===== src/rtl/seq_shift_add_mul_if.sv =====
// seq_shift_add_mul_if: operand/result handshake bundle for the shift-and-add multiplier.
interface seq_shift_add_mul_if #(parameter int WIDTH = 8);
   localparam int CW = $clog2(WIDTH) + 1;
   logic                 in_valid;
   logic                 in_ready;
   logic [WIDTH-1:0]     a;
   logic [WIDTH-1:0]     b;
   logic                 signed_mode;
   logic                 out_valid;
   logic                 out_ready;
   logic [2*WIDTH-1:0]   o;
   logic [CW-1:0]        cycles;
   logic                 busy;
   modport master (output in_valid, a, b, signed_mode, out_ready,
                   input  in_ready, out_valid, o, cycles, busy);
   modport slave  (input  in_valid, a, b, signed_mode, out_ready,
                   output in_ready, out_valid, o, cycles, busy);
endinterface


===== src/rtl/seq_shift_add_mul.sv =====
// seq_shift_add_mul: iterative sign-magnitude shift-and-add multiplier with optional constant-time latency.
module seq_shift_add_mul #(
   parameter int WIDTH     = 8,
   parameter int CT_TIME   = 0,
   parameter int SIGNED_EN = 1
) (
   input logic                clk,
   input logic                rst_n,
   seq_shift_add_mul_if.slave bus
);
   localparam int CW = $clog2(WIDTH) + 1;
   typedef enum logic [1:0] {IDLE, CALC, DONE} state_t;
   state_t               state_q;
   logic [WIDTH-1:0]     a_q, b_q, a_d, b_d;
   logic [2*WIDTH-1:0]   acc_q, acc_d, o_q, o_d;
   logic [CW-1:0]        cnt_q, cyc_q;
   logic                 neg_q, neg_d, sgn, term;
   always_comb begin
      sgn   = (SIGNED_EN != 0) && bus.signed_mode;
      a_d   = (sgn && bus.a[WIDTH-1]) ? -bus.a : bus.a;
      b_d   = (sgn && bus.b[WIDTH-1]) ? -bus.b : bus.b;
      neg_d = sgn && (bus.a[WIDTH-1] ^ bus.b[WIDTH-1]);
      term  = (CT_TIME != 0) ? (cnt_q == CW'(WIDTH)) : ((a_q == '0) || (b_q == '0));
      acc_d = acc_q + (b_q[0] ? ({{WIDTH{1'b0}}, a_q} << cnt_q) : '0);
      o_d   = neg_q ? -acc_q : acc_q;
   end
   // Handshake outputs decode straight from the state register.
   assign bus.in_ready  = (state_q == IDLE);
   assign bus.out_valid = (state_q == DONE);
   assign bus.busy      = (state_q != IDLE);
   assign bus.o         = o_q;
   assign bus.cycles    = cyc_q;
   always_ff @(posedge clk or negedge rst_n) begin
      if (!rst_n) begin
         state_q <= IDLE;
         a_q     <= '0;
         b_q     <= '0;
         acc_q   <= '0;
         cnt_q   <= '0;
         neg_q   <= 1'b0;
         o_q     <= '0;
         cyc_q   <= '0;
      end else begin
         case (state_q)
            IDLE: if (bus.in_valid) begin
               a_q     <= a_d;
               b_q     <= b_d;
               neg_q   <= neg_d;
               acc_q   <= '0;
               cnt_q   <= '0;
               state_q <= CALC;
            end
            CALC: if (term) begin
               o_q     <= o_d;
               cyc_q   <= cnt_q;
               state_q <= DONE;
            end else begin
               acc_q <= acc_d;
               b_q   <= b_q >> 1;
               cnt_q <= cnt_q + CW'(1);
            end
            DONE: if (bus.out_ready) state_q <= IDLE;
            default: state_q <= IDLE;
         endcase
      end
   end
endmodule


===== src/flat_wrapper.sv =====
// flat-port wrapper written by rule: the top's interface ports become plain ports
module seq_shift_add_mul_flat 
#(
   parameter int WIDTH     = 8,
   parameter int CT_TIME   = 0,
   parameter int SIGNED_EN = 1
)
  (clk, rst_n, bus_in_valid, bus_a, bus_b, bus_signed_mode, bus_out_ready, bus_in_ready, bus_out_valid, bus_o, bus_cycles, bus_busy);
  seq_shift_add_mul_if #(.WIDTH(WIDTH)) bus_i ();
  input logic clk;
  input logic rst_n;
  input wire logic [$bits(bus_i.in_valid)-1:0] bus_in_valid;
  input wire logic [$bits(bus_i.a)-1:0] bus_a;
  input wire logic [$bits(bus_i.b)-1:0] bus_b;
  input wire logic [$bits(bus_i.signed_mode)-1:0] bus_signed_mode;
  input wire logic [$bits(bus_i.out_ready)-1:0] bus_out_ready;
  output wire logic [$bits(bus_i.in_ready)-1:0] bus_in_ready;
  output wire logic [$bits(bus_i.out_valid)-1:0] bus_out_valid;
  output wire logic [$bits(bus_i.o)-1:0] bus_o;
  output wire logic [$bits(bus_i.cycles)-1:0] bus_cycles;
  output wire logic [$bits(bus_i.busy)-1:0] bus_busy;
  assign bus_i.in_valid = bus_in_valid;
  assign bus_i.a = bus_a;
  assign bus_i.b = bus_b;
  assign bus_i.signed_mode = bus_signed_mode;
  assign bus_i.out_ready = bus_out_ready;
  assign bus_in_ready = bus_i.in_ready;
  assign bus_out_valid = bus_i.out_valid;
  assign bus_o = bus_i.o;
  assign bus_cycles = bus_i.cycles;
  assign bus_busy = bus_i.busy;
  seq_shift_add_mul #(.WIDTH(WIDTH), .CT_TIME(CT_TIME), .SIGNED_EN(SIGNED_EN)) u_core (.clk(clk), .rst_n(rst_n), .bus(bus_i));
endmodule

===== config.mk =====
export PLATFORM = sky130hd
export DESIGN_NAME = seq_shift_add_mul_flat
export DESIGN_NICKNAME = d
export VERILOG_FILES = /design/src/rtl/seq_shift_add_mul_if.sv /design/src/rtl/seq_shift_add_mul.sv /design/src/flat_wrapper.sv
export SDC_FILE = /design/constraint.sdc
export NUM_CORES = 1
export LEC_CHECK = 0
export CORE_ASPECT_RATIO = 0.7
export CORE_MARGIN = 2
export CORE_UTILIZATION = 42
export CTS_CLUSTER_DIAMETER = 200
export CTS_CLUSTER_SIZE = 14
export DETAILED_ROUTE_END_ITERATION = 10
export PLACE_DENSITY = 0.76
export RECOVER_POWER = 100
export SETUP_SLACK_MARGIN = 0.15
export SLEW_MARGIN = 5
export SYNTH_ARGS = -nofsm -noshare
export SYNTH_HDL_FRONTEND = slang
export SYNTH_SLANG_ARGS = --single-unit

===== constraint.sdc =====
create_clock -name clk -period 3.05 [get_ports clk]
set_input_delay 0.61 -clock clk [delete_from_list [all_inputs] [get_ports clk]]
set_output_delay 0.61 -clock clk [all_outputs]
set_load 0.02 [all_outputs]

==> results of run 1 <==
==> kinds of logic (layout without fill, tap and decap cells) <==
family          after synthesis  in the layout  share of synthesized area (%)
flops                        59             59                           36.3
compound gates              135            135                           19.3
mux                          20             20                           5.85
xor+xnor                     37             37                           7.98
buf+inv                      43            136                           4.16
fa+ha+maj                    20             20                           6.34
simple gates                173            173                           20.0
==> how the worst min path moves through the flow <==
stage / from / end / slack [ns]
floorplan: rst_n / u_core.a_q[0] / 0.31
global placement: u_core.b_q[2] / u_core.b_q[2] / 0.49
detailed placement: u_core.bus.cycles[2] / u_core.bus.cycles[2] / 0.50
CTS: rst_n / u_core.bus.o[0] / 0.17
global route: rst_n / u_core.bus.o[0] / 0.40
finish: rst_n / u_core.bus.o[0] / 0.33
==> Yosys cell counts (3+ instances only) <==
cell / number / area [µm²]
and2_1: 4 / 25.0
o31ai_1: 9 / 67.6
ha_1: 19 / 238
nor2_1: 38 / 143
nor4_1: 5 / 31.3
mux2_4: 3 / 45.0
nand2_1: 58 / 218
nand3b_1: 3 / 22.5
or3_1: 9 / 56.3
nor2b_1: 11 / 68.8
a21o_1: 7 / 52.6
nand3_1: 26 / 130
dfrtp_1: 59 / 1480
a31oi_1: 4 / 25.0
o21ai_0: 49 / 245
clkbuf_1: 23 / 86.3
a21oi_1: 45 / 225
xor2_1: 25 / 219
nand2b_1: 6 / 37.5
nor3_1: 6 / 30.0
inv_1: 18 / 67.6
xnor2_1: 12 / 105
mux2_2: 8 / 90.1
mux2i_1: 8 / 80.1
==> registers in the layout (all words and copies together) (netlist names) <==
signal,cells
u_core.acc_q,16
u_core.bus.o,16
u_core.a_q,8
u_core.b_q,8
u_core.bus.cycles,4
u_core.cnt_q,4
u_core.state_q,2
u_core.neg_q,1
==> placed cells by master, fill, tap and decap left out, types with 3 or more instances in the layout <==
cell type and instances:
nor2b_1 8, clkdlybuf4s50_1 20, nand2_2 3, nor2b_4 3
inv_1 18, mux2_2 7, o31ai_1 9, or3_1 9
nand3_1 25, nor2_1 37, nand2b_1 6, o21ai_2 6
xor2_1 25, dlygate4sd3_1 22, buf_4 50, clkinv_2 4
and2_1 3, nor4_1 4, a21oi_1 40, ha_4 5
a21o_1 7, mux2_4 4, o21ai_0 38, nand2_1 54
nor3_1 5, nand3b_1 3, a31oi_1 3, ha_1 14
xnor2_1 12, a21oi_2 3, clkbuf_1 8, clkbuf_16 9
mux2i_1 5, o21ai_1 5, dfrtp_1 57
==> report_power, final <==
group	switching, mW	leakage, nW	total [mW]	internal [mW]
clock network	0.372	0.131	0.917	0.545
registers	0.351	0.747	1.47	1.12
logic	1.85	1.55	3.36	1.51
==> layer usage <==
metal / vias up / track usage, % / part of all wire [%]
met1: 1870 / 31.8 / 47
li1: 1894 / - / -
met3: 15 / 4.80 / 6.5
met5: - / 0 / 0
met2: 133 / 34.3 / 45
met4: 0 / 5.64 / 1.4
==> worst max-delay path, cell delays in order, from the launching register on <==
cell and delay, ns:
dfrtp_2 0.48, buf_6 0.16, nor2_1 0.08, nand2_1 0.13, mux2i_1 0.26, nor2b_4 0.24
ha_4 0.21, or3_1 0.34, a21o_1 0.24, o311ai_4 0.11, buf_4 0.16, a21oi_1 0.05
or3b_1 0.38, mux2i_1 0.13
==> stage by stage <==
step / setup slack, ns / cell area (µm²)
2_1_floorplan: 0.122 / 4100
3_3_place_gp: -0.0634 / 4950
3_5_place_dp: -0.204 / 4950
4_1_cts: 0.00163 / 5340
5_1_grt: -0.155 / 5520
6_report: -0.0417 / 5520
==> area by class of cell <==
class | instances | area [µm²]
fill | 808 | 3690
clock buffer | 9 | 225
timing repair buffer | 101 | 837
inverter | 19 | 71.3
clock inverter | 7 | 43.8
sequential | 59 | 1480
tap | 124 | 155
multi-input combinational | 385 | 2710
==> what timing repair did <==
item | 4_1_cts | 5_1_grt
cloned | 0 | 0
pin swaps | 7 | 16
resized for setup | 19 | 44
setup buffers | 3 | 4
setup endpoints to repair | 9 | 9
hold endpoints to repair | 0 | 0
==> results.tsv, run 1 <==
stage	metric	value	unit
routing	detail_route.wirelength	11.3	mm
final_layout	area_growth_syn_to_layout	36.0	%
placement	place_inst	681	
timing	rsz0062_at_grt	yes	
cts	cts_buffer_depth	2	
global_route	antenna_found_initial	0	
synth	syn_nets	528	
cts	cts_sinks	59	
setup_path	worst_r2r_endpoint	u_core.acc_q[15]	
setup_path	crit_arrival	3.31	ns
synth	syn-cell-area	4060	µm²
routing	viasPerCell	5.56	
final_layout	drive_gt1_share	21.2	%
final_layout	finish.utilization	59.9	%
synth	syn_avg_cell_area	8.34	µm²
setup_path	crit_path_start	u_core.cnt_q[1]	
cts	numCtsBuffers	9	
setup_path	crit_path_end	u_core.acc_q[15]	
cts	path_clk_slew	0.06	ns
timing	skew	0.00603	ns
setup_path	cp_max_fo	6	
timing	period_share	101	%
placement	hpwlAfterDp	8.25	mm
routing	ant_nets	0	
global_route	gr-usage-all-layers	22.2	%
global_route	grt_pass1_vias	3683	
synth	synthFlopType	dfrtp_1	
synth	syn_inst	487	
synth	yosysWarnings	0	
floorplan	fp.dieW	122	µm
setup_path	worstSetupEndpointType	flop	
routing	avgRoutedWirePerCell	16.1	µm
synth	ys_seq_area_share	36.3	%
routing	firstDrtPassIters	6	
status	status	finished with violations	
timing	fmax	0.323	GHz
run	drv_cap	0	
synth	ys_types	50	
power_and_ir_drop	finalPower	5.74	mW
routing	drc	0	
synth	synthArstFlopShare	100	%
timing	fin_setup_tns	-0.0718	ns
setup_path	start_kind	flop	
timing	setup_violations	2	
timing	worst_hold_slack	0.325	ns
final_layout	nNetsFinal	616	
timing	finalHoldViolations	0	
timing	setup_ws	-0.0417	ns
setup_path	rr_startpoint	u_core.cnt_q[1]	
global_route	grt_max_degree	34	
synth	ys_seq_elements	59	
cts	cts_htree_levels	3	
setup_path	required	3.27	ns
power_and_ir_drop	ir_worst_vdd	0.431	mV
timing	final_max_slew_viol_count	0	
setup_path	crit_type	flop to flop	
routing	vias	3912	
setup_path	rrSetupSlack	-0.04	ns
timing	tightest_slew	1.37	ns
floorplan	core-area	9220	µm²
power_and_ir_drop	power.leakage	2.43	nW
timing	slew_headroom	8.54	%
floorplan	die-area	10500	µm²
routing	drt_iter0_markers	271	
cts	clock_latency	0.34	ns
final_layout	diodes	0	
synth	synth_edf_count	0	
global_route	overflow	0	
floorplan	io_pins	44	
cts	cts_hold_buf	0	
final_layout	final_cells	704	
timing	period_needed	3.09	ns
placement	gp_congestion	0.890	
power_and_ir_drop	powerDensity	1040	nW/µm²
floorplan	start_util	44.1	%
placement	port_buffers	43	
floorplan	num_rows	29	
cts	cts_root_buf	clkbuf_16	
status	violations	setup timing	
global_route	grt_first_pass_wirelength	18.1	mm
setup_path	r2r_cells	13	
floorplan	die_y	86.3	µm
cts	tritoncts	done	
hold_path	hold_path.class	input pin to asynchronous set/reset pin	
(Power assumes the default switching activity.)
==> run 2, diff against run 1 <==
- GPL_TIMING_DRIVEN: not set -> 0
==> run 2 against run 1 <==
  * The flow still finishes with violations (setup timing)
  * Sequential share of layout area rose by 0.57 points
  * Count of clock-buffer cells in the layout increased by 2
  * Largest cell class unchanged
  * Highest routed layer unchanged
  * Via count down 0.79%
==> results.tsv, run 2 (same netlist as run 1, synthesis figures left out) <==
stage	metric	value	unit	change
setup_path	worst-path-buf-inv	2		unchanged
setup_path	rr_startpoint	u_core.cnt_q[0]		was u_core.cnt_q[1]
setup_path	slowest_stage	or3b_4		was dfrtp_2
global_route	grt_pass1_vias	3574		was 3683
global_route	grt_first_pass_wirelength	18.3	mm	was 18.1 mm
setup_path	crit_path_start	u_core.cnt_q[0]		was u_core.cnt_q[1]
run	drv_cap	0		unchanged
final_layout	stdcell_area	5400	µm²	was 5520 µm²
setup_path	worstSetupEndpointType	flop		unchanged
cts	cts_htree_levels	3		unchanged
routing	viasPerCell	5.64		was 5.56
setup_path	path_depth	12		was 13
power_and_ir_drop	finalPower	5.66	mW	was 5.74 mW
cts	cts_root_buf	clkbuf_16		unchanged
routing	drt_iter0_markers	407		was 271
setup_path	rrSetupSlack	-0.17	ns	was -0.04 ns
placement	hpwlAfterDp	8.17	mm	was 8.25 mm
routing	firstDrtPassIters	6		unchanged
final_layout	drive_gt1_share	18.8	%	was 21.2%
placement	placed_cell_area	4690	µm²	was 4950 µm²
cts	tritoncts	done		unchanged
final_layout	diodes	0		unchanged
timing	period_needed	3.22	ns	was 3.09 ns
global_route	overflow	0		unchanged
floorplan	die_y	86.3	µm	unchanged
timing	skew	0.00582	ns	was 0.00603 ns
timing	tightest_slew	1.12	ns	was 1.37 ns
placement	gp_congestion	0.918		was 0.890
setup_path	crit_type	flop to flop		unchanged
timing	finalHoldViolations	0		unchanged
setup_path	cp_top_family	compound AO/OA/AOI/OAI gates		was simple AND/OR/NAND/NOR gates
global_route	antenna_found_initial	0		unchanged
global_route	grt_max_degree	40		was 34
cts	path_clk_slew	0.05	ns	was 0.06 ns
floorplan	die-area	10500	µm²	unchanged
floorplan	start_util	44.1	%	unchanged
routing	avgRoutedWirePerCell	16.5	µm	was 16.1 µm
placement	port_buffers	42		was 43
setup_path	cp_max_fo	10		was 6
power_and_ir_drop	powerDensity	1050	nW/µm²	was 1040 nW/µm²
routing	detail_route.wirelength	11.3	mm	about the same
power_and_ir_drop	ir_worst_vdd	0.406	mV	was 0.431 mV
timing	final_max_slew_viol_count	0		unchanged
floorplan	num_rows	29		unchanged
final_layout	mostFrequentLayoutCell	dfrtp_1		unchanged
cts	clock_latency	0.33	ns	was 0.34 ns
status	status	finished with violations		unchanged
setup_path	required	3.26	ns	was 3.27 ns
setup_path	crit_path_end	u_core.acc_q[15]		unchanged
floorplan	core-area	9220	µm²	unchanged
timing	setup_ws	-0.167	ns	was -0.0417 ns
timing	setup_violations	2		unchanged
setup_path	worst_r2r_endpoint	u_core.acc_q[15]		unchanged
setup_path	crit_path_max_incr_delay	0.43	ns	was 0.48 ns
final_layout	nNetsFinal	600		was 616
power_and_ir_drop	power.leakage	2.32	nW	was 2.43 nW
routing	ant_nets	0		unchanged
cts	cts_buffer_depth	2		unchanged
setup_path	r2r_cells	12		was 13
hold_path	hold_path.class	input pin to asynchronous set/reset pin		unchanged
status	violations	setup timing		unchanged
setup_path	crit_arrival	3.43	ns	was 3.31 ns
cts	numCtsBuffers	9		unchanged
final_layout	final_cell_mix	dfrtp_1 (59), nand2_1 (54), a21oi_1 (37)		was dfrtp_1 (57), nand2_1 (54), buf_4 (50)
global_route	gr-usage-all-layers	22.6	%	was 22.2%
routing	vias	3881		was 3912
timing	period_share	105	%	was 101%
timing	slew_headroom	25.2	%	was 8.54%
final_layout	area_growth_syn_to_layout	32.9	%	was 36.0%
routing	drc	0		unchanged
timing	rsz0062_at_grt	yes		unchanged
floorplan	fp.dieW	122	µm	unchanged
floorplan	io_pins	44		unchanged
setup_path	crit_chain	clkbuf_8, clkbuf_2, nand2_1, o21ai_1, o21ai_0, nor2b_1, ha_2, a21o_1, o311ai_2, a21oi_1, or3b_4, mux2i_1		was buf_6, nor2_1, nand2_1, mux2i_1, nor2b_4, ha_4, or3_1, a21o_1, o311ai_4, buf_4, a21oi_1, or3b_1, mux2i_1
setup_path	start_kind	flop		unchanged
cts	cts_sinks	59		unchanged
timing	fmax	0.311	GHz	was 0.323 GHz
==> run 2: layer usage <==
layer | global-route usage, % | wire length, µm
met4 | 6.06 | 236
met5 | 0 | 0
met2 | 32.4 | 4800
met3 | 5.66 | 958
met1 | 33.7 | 5320
==> run 2: what timing repair did <==
action,CTS,global route
cloned,1,0
pin swaps,23,20
buffers inserted,13,4
gates resized for setup,51,38
setup endpoints to repair,11,10
hold buffers,0,0
==> run 2: area by class of cell <==
type                    instances  area [µm²]
plain buffers                  24         133
clock buffers                  11         233
clock inverters                 5        30.0
fillers                       800        3820
inverters                      19        71.3
multi-input cells             385        2740
flip-flops and latches         59        1480
well taps                     124         155
repair buffers                 61         566
==> run 2: power by group <==
group	leakage, nW	switching, mW	internal, mW
combinational	1.45	1.93	1.40
sequential	0.749	0.329	1.12
clock	0.125	0.349	0.544
total	2.32	2.61	3.06
==> run 2: how the worst min path moves through the flow <==
stage | from | end | slack, ns | cells after the start
5_1_grt | u_core.bus.cycles[2] | u_core.bus.cycles[2] | 0.51 | 1
3_5_place_dp | u_core.acc_q[15] | u_core.acc_q[15] | 0.50 | 1
4_1_cts | rst_n | u_core.b_q[3] | 0.24 | 1
6_report | rst_n | u_core.b_q[3] | 0.44 | 1
3_3_place_gp | u_core.b_q[6] | u_core.b_q[6] | 0.49 | 2
2_1_floorplan | rst_n | u_core.a_q[0] | 0.31 | 0
==> run 2: through the flow <==
step | hold slack (ns) | util, % | instances | setup WS [ns] | setup TNS, ns
6_report | 0.445 | 58.6 | 688 | -0.167 | -0.178
5_1_grt | 0.511 | 58.6 | 688 | -0.243 | -0.562
4_1_cts | 0.243 | 56.8 | 684 | 0.00212 | 0
3_5_place_dp | 0.498 | 50.8 | 654 | -0.424 | -2.16
3_3_place_gp | 0.489 | 50.7 | 653 | -0.489 | -25.94
2_1_floorplan | 0.314 | - | 487 | 0.122 | 0
==> run 3, diff against run 2 <==
- PLACE_DENSITY: 0.76 -> not set
==> run 3 against run 2 <==
  * The flow still finishes with violations (setup timing)
  * Via count is 0.28% lower
  * Register-to-register slack better by 0.16 ns
  * Clock power up 32%
  * Critical endpoint unchanged
  * Highest routed layer unchanged
==> results.tsv, run 3 (same netlist as run 1, synthesis figures left out) <==
stage	metric	value	unit	change
status	status	finished with violations		unchanged
status	violations	setup timing		unchanged
final_layout	finish.utilization	60.6	%	was 58.6%
timing	slew_headroom	0.578	%	was 25.2%
timing	fmax	0.327	GHz	was 0.311 GHz
floorplan	die-area	10500	µm²	unchanged
placement	place_inst	653		was 654
final_layout	final_cells	693		was 688
floorplan	core-area	9220	µm²	unchanged
power_and_ir_drop	finalPower	6.14	mW	was 5.66 mW
global_route	antenna_found_initial	0		unchanged
setup_path	worst-path-buf-inv	1		was 2
global_route	grt_pass1_vias	3673		was 3574
cts	tritoncts	done		unchanged
cts	clock_latency	0.33	ns	about the same
power_and_ir_drop	powerDensity	1100	nW/µm²	was 1050 nW/µm²
placement	port_buffers	42		unchanged
setup_path	crit_arrival	3.28	ns	was 3.43 ns
setup_path	crit_type	flop to flop		unchanged
setup_path	slowest_stage	dfrtp_1		was or3b_4
floorplan	num_rows	29		unchanged
setup_path	worstSetupEndpointType	flop		unchanged
timing	period_needed	3.06	ns	was 3.22 ns
final_layout	drive_gt1_share	19.3	%	was 18.8%
placement	hpwlAfterDp	7.92	mm	was 8.17 mm
timing	finalHoldViolations	0		unchanged
floorplan	die_y	86.3	µm	unchanged
final_layout	diodes	0		unchanged
timing	rsz0062_at_grt	yes		unchanged
routing	drc	0		unchanged
setup_path	crit_path_max_incr_delay	0.41	ns	was 0.43 ns
final_layout	final_cell_mix	dfrtp_1 (58), nand2_1 (51), a21oi_1 (39)		was dfrtp_1 (59), nand2_1 (54), a21oi_1 (37)
final_layout	mostFrequentLayoutCell	dfrtp_1		unchanged
floorplan	start_util	44.1	%	unchanged
timing	skew	0.00438	ns	was 0.00582 ns
setup_path	crit_chain	buf_6, mux2_4, mux2i_4, mux2i_2, a22oi_1, nor2b_1, ha_1, nand3_1, nand2_1, a221oi_2, a21oi_1, or3b_4, mux2i_1		was clkbuf_8, clkbuf_2, nand2_1, o21ai_1, o21ai_0, nor2b_1, ha_2, a21o_1, o311ai_2, a21oi_1, or3b_4, mux2i_1
global_route	gr-usage-all-layers	23.2	%	was 22.6%
routing	vias	3870		was 3881
setup_path	start_kind	flop		unchanged
timing	final_max_slew_viol_count	0		unchanged
setup_path	cp_top_family	multiplexers		was compound AO/OA/AOI/OAI gates
timing	setup_ws	-0.0112	ns	was -0.167 ns
floorplan	fp.dieW	122	µm	unchanged
floorplan	io_pins	44		unchanged
hold_path	hold_path.class	flop to flop		was input pin to asynchronous set/reset pin
setup_path	cp_max_fo	5		was 10
global_route	overflow	0		unchanged
routing	detail_route.wirelength	11.6	mm	was 11.3 mm
global_route	grt_max_degree	60		was 40
routing	drt_iter0_markers	273		was 407
power_and_ir_drop	power.leakage	2.39	nW	was 2.32 nW
run	drv_cap	0		unchanged
timing	period_share	100	%	was 105%
power_and_ir_drop	ir_worst_vdd	0.473	mV	was 0.406 mV
routing	firstDrtPassIters	5		was 6
final_layout	area_growth_syn_to_layout	37.4	%	was 32.9%
cts	numCtsBuffers	9		unchanged
timing	setup_violations	1		was 2
cts	cts_sinks	59		unchanged
routing	ant_nets	0		unchanged
setup_path	required	3.26	ns	about the same
final_layout	nNetsFinal	606		was 600
cts	cts_buffer_depth	2		unchanged
routing	avgRoutedWirePerCell	16.7	µm	was 16.5 µm
placement	gp_congestion	0.892		was 0.918
global_route	grt_first_pass_wirelength	19.0	mm	was 18.3 mm
timing	tightest_slew	1.49	ns	was 1.12 ns
cts	cts_root_buf	clkbuf_16		unchanged
cts	path_clk_slew	0.05	ns	about the same
cts	cts_htree_levels	3		unchanged
final_layout	fillCellCount	804		was 800
routing	viasPerCell	5.58		was 5.64
[run 3: cell types whose count changed in the layout (fill, tap and decap cells not counted), sizes merged]
cell	before	now
buf	21	29
bufinv	0	3
clkbuf	34	32
clkinv	3	1
clkinvlp	2	1
inv	19	18
[run 3: power by group]
part	total, mW	switching, mW	internal [mW]
Clock	1.18	0.366	0.817
Sequential	1.47	0.349	1.12
Combinational	3.49	1.99	1.50
[run 3: worst paths after layout]
check                                           from  depth (start not counted)                    to  slack (ns)
worst max register to register       u_core.cnt_q[1]                         13      u_core.acc_q[15]       -0.01
worst max-delay path                 u_core.cnt_q[1]                         13      u_core.acc_q[15]       -0.01
max in group asynchronous                      rst_n                          1       u_core.cnt_q[0]        1.42
worst min-delay path            u_core.bus.cycles[2]                          1  u_core.bus.cycles[2]        0.50
min in group asynchronous                      rst_n                          1         u_core.b_q[6]        0.64
worst min register to register  u_core.bus.cycles[2]                          1  u_core.bus.cycles[2]        0.50
[run 3: area by class of cell]
class	count	area [µm²]	share of cell area, %
multi-input combinational	385	2780	49.7
sequential	59	1480	26.5
timing repair buffer	67	624	11.2
clock buffer	11	243	4.35
tap	124	155	2.78
buffer	24	134	2.40
clock inverter	4	98.8	1.77
inverter	19	75.1	1.34
[run 3: timing repair]
| action | CTS | global route |
|---|---|---|
| cloned | 1 | 1 |
| endpoints found under the hold margin | 0 | 0 |
| pin swaps | 27 | 24 |
| buffers inserted | 13 | 10 |
| setup endpoints to repair | 10 | 10 |
| resized for setup | 58 | 37 |
| hold buffers | 0 | 0 |
[run 3: worst register-to-register path: stages (launching register included)]
cell and delay [ns]:
dfrtp_1 0.41, buf_6 0.16, mux2_4 0.33, mux2i_4 0.17
mux2i_2 0.12, a22oi_1 0.19, nor2b_1 0.07, ha_1 0.33
nand3_1 0.09, nand2_1 0.09, a221oi_2 0.35, a21oi_1 0.12
or3b_4 0.39, mux2i_1 0.12
[run 3: layer usage]
metal | vias up | global-route usage [%] | wire, µm
met5 | - | 0 | 0
met4 | 0 | 4.49 | 70
met3 | 9 | 5.53 | 652
met2 | 111 | 32.9 | 4970
met1 | 1863 | 36.0 | 5890
li1 | 1887 | - | -
[run 3: metrics by stage]
step / area, µm² / setup TNS [ns] / setup slack (ns) / hold slack (ns)
finish: 5580 / -0.0112 / -0.0112 / 0.500
global route: 5580 / -0.173 / -0.103 / 0.518
CTS: 5330 / 0 / 0.000457 / 0.383
detailed placement: 4670 / -2.29 / -0.416 / 0.492
global placement: 4670 / -36.11 / -0.578 / 0.486
floorplan: 4100 / 0 / 0.122 / 0.314
